--- src/rtl/btn_debounce_pkg.sv ---
// Shared types and constant helpers for the front-panel button debouncer.
package btn_debounce_pkg;

  // Per-button auto-repeat state.
  typedef enum logic [1:0] {
    REL    = 2'd0,
    DELAY  = 2'd1,
    REPEAT = 2'd2
  } rpt_state_t;

  // Ceiling log2, used to size counters that must hold the value (v-1).
  function automatic int clog2(input int value);
    int res;
    int v;
    res = 0;
    v   = value - 1;
    while (v > 0) begin
      res = res + 1;
      v   = v >> 1;
    end
    return res;
  endfunction

  function automatic int max2(input int a, input int b);
    return (a > b) ? a : b;
  endfunction

endpackage

--- src/rtl/btn_channel.sv ---
// One button: debounce counter, auto-repeat FSM and registered press/release pulses.
module btn_channel
  import btn_debounce_pkg::*;
#(
  parameter int STABLE       = 4,
  parameter int REPEAT_DELAY = 50,
  parameter int REPEAT_RATE  = 10
) (
  input  logic clk,
  input  logic rst,
  input  logic strobe,
  input  logic din,
  output logic btn_state,
  output logic btn_press,
  output logic btn_release
);

  localparam int CW = clog2(STABLE + 1);
  localparam int RW = clog2(max2(REPEAT_DELAY, REPEAT_RATE) + 1);

  localparam logic [CW-1:0] CNT_LAST  = CW'(STABLE - 1);
  localparam logic [CW-1:0] CNT_ONE   = CW'(1);
  localparam logic [RW-1:0] RPT_DELAY = RW'(REPEAT_DELAY);
  localparam logic [RW-1:0] RPT_RATE  = RW'(REPEAT_RATE);
  localparam logic [RW-1:0] RPT_ONE   = RW'(1);

  logic [CW-1:0] cnt;
  logic [RW-1:0] rpt;
  rpt_state_t    fsm;
  logic          differs;
  logic          accept;

  assign differs = (din != btn_state);
  assign accept  = differs && (cnt == CNT_LAST);

  // Debounce and repeat FSM: everything advances only on the sample strobe;
  // an accepted edge takes priority over the repeat countdown in the same strobe.
  always_ff @(posedge clk or posedge rst) begin
    if (rst) begin
      cnt         <= '0;
      rpt         <= '0;
      fsm         <= REL;
      btn_state   <= 1'b0;
      btn_press   <= 1'b0;
      btn_release <= 1'b0;
    end else begin
      btn_press   <= 1'b0;
      btn_release <= 1'b0;
      if (strobe) begin
        if (!differs) begin
          cnt <= '0;
        end else if (accept) begin
          cnt       <= '0;
          btn_state <= din;
          if (din) begin
            btn_press <= 1'b1;
            fsm       <= DELAY;
            rpt       <= RPT_DELAY;
          end else begin
            btn_release <= 1'b1;
            fsm         <= REL;
            rpt         <= '0;
          end
        end else begin
          cnt <= cnt + CNT_ONE;
        end

        // A zero reload (REPEAT_DELAY = 0) parks the FSM in DELAY with no repeats.
        if (btn_state && !accept && (fsm != REL) && (rpt != '0)) begin
          if (rpt == RPT_ONE) begin
            btn_press <= 1'b1;
            rpt       <= RPT_RATE;
            fsm       <= REPEAT;
          end else begin
            rpt <= rpt - RPT_ONE;
          end
        end
      end
    end
  end

endmodule

--- src/rtl/btn_debounce.sv ---
// Front-panel button debouncer: input synchronizers, sample strobe from the
// divider's slow square wave, and one independent channel per button.
module btn_debounce
  import btn_debounce_pkg::*;
#(
  parameter int N            = 4,
  parameter int STABLE       = 4,
  parameter int REPEAT_DELAY = 50,
  parameter int REPEAT_RATE  = 10
) (
  input  logic         clk,
  input  logic         rst,
  input  logic         tick,
  input  logic [N-1:0] btn_raw,
  output logic [N-1:0] btn_state,
  output logic [N-1:0] btn_press,
  output logic [N-1:0] btn_release
);

  logic [N-1:0] sync_p0;
  logic [N-1:0] sync_p1;
  logic         tick_q;
  logic         tick_arm;
  logic         strobe;

  // tick_arm blocks the strobe until tick has been seen low after reset, so a
  // tick already high at reset release is not mistaken for a rising edge.
  assign strobe = tick & ~tick_q & tick_arm;

  // Two-flop synchronizer on the raw buttons plus tick edge history.
  always_ff @(posedge clk or posedge rst) begin
    if (rst) begin
      sync_p0  <= '0;
      sync_p1  <= '0;
      tick_q   <= 1'b0;
      tick_arm <= 1'b0;
    end else begin
      sync_p0  <= btn_raw;
      sync_p1  <= sync_p0;
      tick_q   <= tick;
      tick_arm <= tick_arm | ~tick;
    end
  end

  for (genvar i = 0; i < N; i++) begin : g_chan
    btn_channel #(
      .STABLE      (STABLE),
      .REPEAT_DELAY(REPEAT_DELAY),
      .REPEAT_RATE (REPEAT_RATE)
    ) u_chan (
      .clk        (clk),
      .rst        (rst),
      .strobe     (strobe),
      .din        (sync_p1[i]),
      .btn_state  (btn_state[i]),
      .btn_press  (btn_press[i]),
      .btn_release(btn_release[i])
    );
  end

endmodule
--- config.mk ---
export PLATFORM = sky130hd
export DESIGN_NAME = btn_debounce
export DESIGN_NICKNAME = d
export VERILOG_FILES = /design/src/rtl/btn_debounce_pkg.sv /design/src/rtl/btn_channel.sv /design/src/rtl/btn_debounce.sv
export SDC_FILE = /design/constraint.sdc
export NUM_CORES = 1
export LEC_CHECK = 0
export CELL_PAD_IN_SITES_DETAIL_PLACEMENT = 2
export CELL_PAD_IN_SITES_GLOBAL_PLACEMENT = 2
export CORE_ASPECT_RATIO = 0.75
export CORE_MARGIN = 1
export CORE_UTILIZATION = 35
export CTS_CLUSTER_DIAMETER = 40
export DETAILED_ROUTE_END_ITERATION = 12
export GPL_TIMING_DRIVEN = 0
export PLACE_DENSITY_LB_ADDON = 0.25
export REMOVE_ABC_BUFFERS = 1
export SLEW_MARGIN = 30
export SYNTH_ARGS = -nofsm -noshare
export SYNTH_HDL_FRONTEND = slang
export SYNTH_SLANG_ARGS = --single-unit
--- constraint.sdc ---
create_clock -name clk -period 1.98 [get_ports clk]
set_input_delay 0.396 -clock clk [delete_from_list [all_inputs] [get_ports clk]]
set_output_delay 0.396 -clock clk [all_outputs]
set_load 0.02 [all_outputs]
==> flow_summary.json <==
{
  "cp_cell_sequence": "ha_1 > nor3b_1 > a211oi_2 > nand3_1 > a221oi_2",
  "power_density_nw_per_um2": 1270,
  "min_delay_path_depth": 1,
  "cts.sinks": 66,
  "place_congestion": 0.772,
  "cp_top_family": "compound AO/OA/AOI/OAI gates",
  "synthArstFlopShare_pct": 100,
  "cts_tree": "yes",
  "via_count": 2782,
  "r2r_cells": 5,
  "cts_buffers": 9,
  "final_nets": 391,
  "cts-root-buf": "clkbuf_16",
  "start_kind": "register",
  "critPathSlowestCell": "a211oi_2",
  "grt_max_degree": 42,
  "synth_warnings": 0,
  "tightest_slew_ps": 577,
  "maxCapViolCount": 0,
  "layout-drive-gt1-share_pct": 13.4,
  "required_ps": 2220,
  "overflow": 0,
  "post-route-util_pct": 43.1,
  "ys_seq_area_share_pct": 46.7,
  "yosysTopAreaCell": "dfrtp_1",
  "wl_per_cell_um": 18.2,
  "grt.total_usage_pct": 19.9,
  "drc": 0,
  "skew_ps": 6.50,
  "final_cell_area_sq_um": 4190,
  "dpl.hpwl_mm": 6.26,
  "core-area_sq_um": 9740,
  "dp.cells": 485,
  "rows": 31,
  "synth_top_area_share_pct": 46.7,
  "fin_crit_ps": 1870,
  "path_depth": 5,
  "insertion_delay_ps": 340,
  "whs_ps": 257,
  "die_area_sq_um": 10500,
  "port_buffers": 18,
  "grt_pass1_wl_mm": 16.0,
  "final_cell_mix": "dfrtp_1 (66), nand2_1 (33), inv_1 (22)",
  "grt_pass1_vias": 3052,
  "slew_headroom_pct": 61.2,
  "cp_max_fo": 7,
  "setup_tns_ps": 0,
  "critPathMaxStageDelay_ps": 470,
  "die_w_um": 118,
  "synth_edf_count": 0,
  "synthesis.area_sq_um": 3540,
  "ios": 19,
  "drt-total-wl_mm": 9.17,
  "finalHoldViolations": 0,
  "min_path_type": "in -> reg",
  "num_antenna_cells": 0,
  "start_util_pct": 36.3,
  "synth_area_per_cell_sq_um": 10.1,
  "ir_drop_v": 0.000508,
  "synth_cell_types": 60,
  "status": "finished, final reports clean",
  "fp.dieH_um": 89.0,
  "critPathKind": "reg -> reg",
  "maxSlewViolCount": 0,
  "clk_path_buf_depth": 2,
  "fillers": 1022,
  "fin_cells": 505,
  "crit_arrival_ps": 2110,
  "fin_crit_sh_pct": 94.3,
  "setup_viol": 0,
  "synthCells": 350,
  "antenna_left": 0,
  "p_leak_nw": 1.85,
  "synth_top_flop_cell": "dfrtp_1",
  "syn_to_final_growth_pct": 18.5,
  "viasPerCell": 5.51,
  "fmax_mhz": 535,
  "drt_iter0_markers": 74,
  "clk_pin_slew_ps": 60,
  "htree_levels": 3,
  "antenna_found_initial": 0,
  "yosys-top-cells-area": "dfrtp_1 (47%), ha_1 (5.7%), nand2_1 (3.5%), nand3_1 (2.7%), buf_4 (2.5%)",
  "final_common_cell": "dfrtp_1",
  "synth-seq-cells": 66,
  "critPathBufInv": 0,
  "dr.pass1.iters": 4,
  "placed_area_sq_um": 3820,
  "endpoint_kind": "register"
}
what timing repair did:
| action | 4_1_cts | 5_1_grt |
|---|---|---|
| pin swaps | 1 | 1 |
| hold buffers | 0 | 0 |
| setup buffers | 4 | 0 |
| setup endpoints to repair | 15 | 17 |
| gates resized for setup | 3 | 6 |
report_power, final:
group          internal (mW)  switching [mW]
sequential              1.68           0.415
clock                  0.965           0.609
combinational          0.707           0.932
registers in the layout, indices dropped and copies added, names as in the netlist:
| register | count |
|---|---|
| sync_p1 | 4 |
| g_chan.u_chan.rpt | 24 |
| g_chan.u_chan.fsm | 8 |
| tick_q | 1 |
| g_chan.u_chan.btn_press | 4 |
| g_chan.u_chan.btn_state | 4 |
| sync_p0 | 4 |
| tick_arm | 1 |
| g_chan.u_chan.btn_release | 4 |
| g_chan.u_chan.cnt | 12 |
logic make-up after synthesis:
group	Yosys count	synth area share, %
AO/OA/AOI/OAI	96	20.1
XOR/XNOR	4	0.991
adder cells (fa/ha/maj)	16	5.66
buffers and inverters	41	5.66
flip-flops	66	46.7
multiplexers	1	0.283
AND/OR/NAND/NOR	126	20.6
layer usage:
metal  track usage (%)  routed length [um]  part of all wire, %
met3              5.42                 229                  2.5
met4              7.34                 133                  1.4
met1              25.2                4520                   49
met2              32.9                4290                   47
met5                 0                   0                    0
worst paths after layout:
check | end | slack (ps) | startpoint
max reg2reg | g_chan[2].u_chan.rpt[5]$_DFFE_PP0P_ | 110 | g_chan[2].u_chan.cnt[0]$_DFFE_PP0P_
min in group asynchronous | sync_p0[1]$_DFF_PP0_ | 390 | rst
min reg2reg | sync_p1[2]$_DFF_PP0_ | 350 | sync_p0[2]$_DFF_PP0_
min | tick_q$_DFF_PP0_ | 260 | tick
max | g_chan[2].u_chan.rpt[5]$_DFFE_PP0P_ | 110 | g_chan[2].u_chan.cnt[0]$_DFFE_PP0P_
max in group asynchronous | g_chan[2].u_chan.rpt[3]$_DFFE_PP0P_ | 1070 | rst
cell type report:
type                       count  area [sq um]  share of cell area [%]
tap                          132           165                    3.94
inverter                      23          88.8                    2.12
sequential                    66          1650                    39.4
clock buffer                  10           229                    5.46
multi-input combinational    243          1740                    41.4
clock inverter                 6          57.6                    1.37
timing repair buffer          25           263                    6.27
stage by stage:
stage / total power [mW] / worst slack [ps]
2_1_floorplan: 3.13 / -156
3_3_place_gp: 3.52 / -1420
3_5_place_dp: 3.66 / -572
4_1_cts: 5.30 / 5.31
5_1_grt: 5.67 / -1.97
6_report: 5.30 / 112
cells in the mapped netlist, types with 4 or more instances:
library cell  count
dfrtp_1          66
nand2_1          33
o21ai_1          16
nor3b_1           8
a22o_1            5
o21ai_0           9
a22oi_1           4
buf_4            12
a21o_1            4
and2_1            6
clkbuf_1          4
nor3_1            5
inv_1            23
and3_1            4
nor2b_1           4
nor2_1           15
a211o_1           5
a221oi_2          4
ha_1             16
a21oi_1          10
o211ai_1          4
nor4_2            4
nand3_1          19
nand2b_1          6
a21bo_2           4
a31oi_1           6
(Power assumes the default switching activity.)
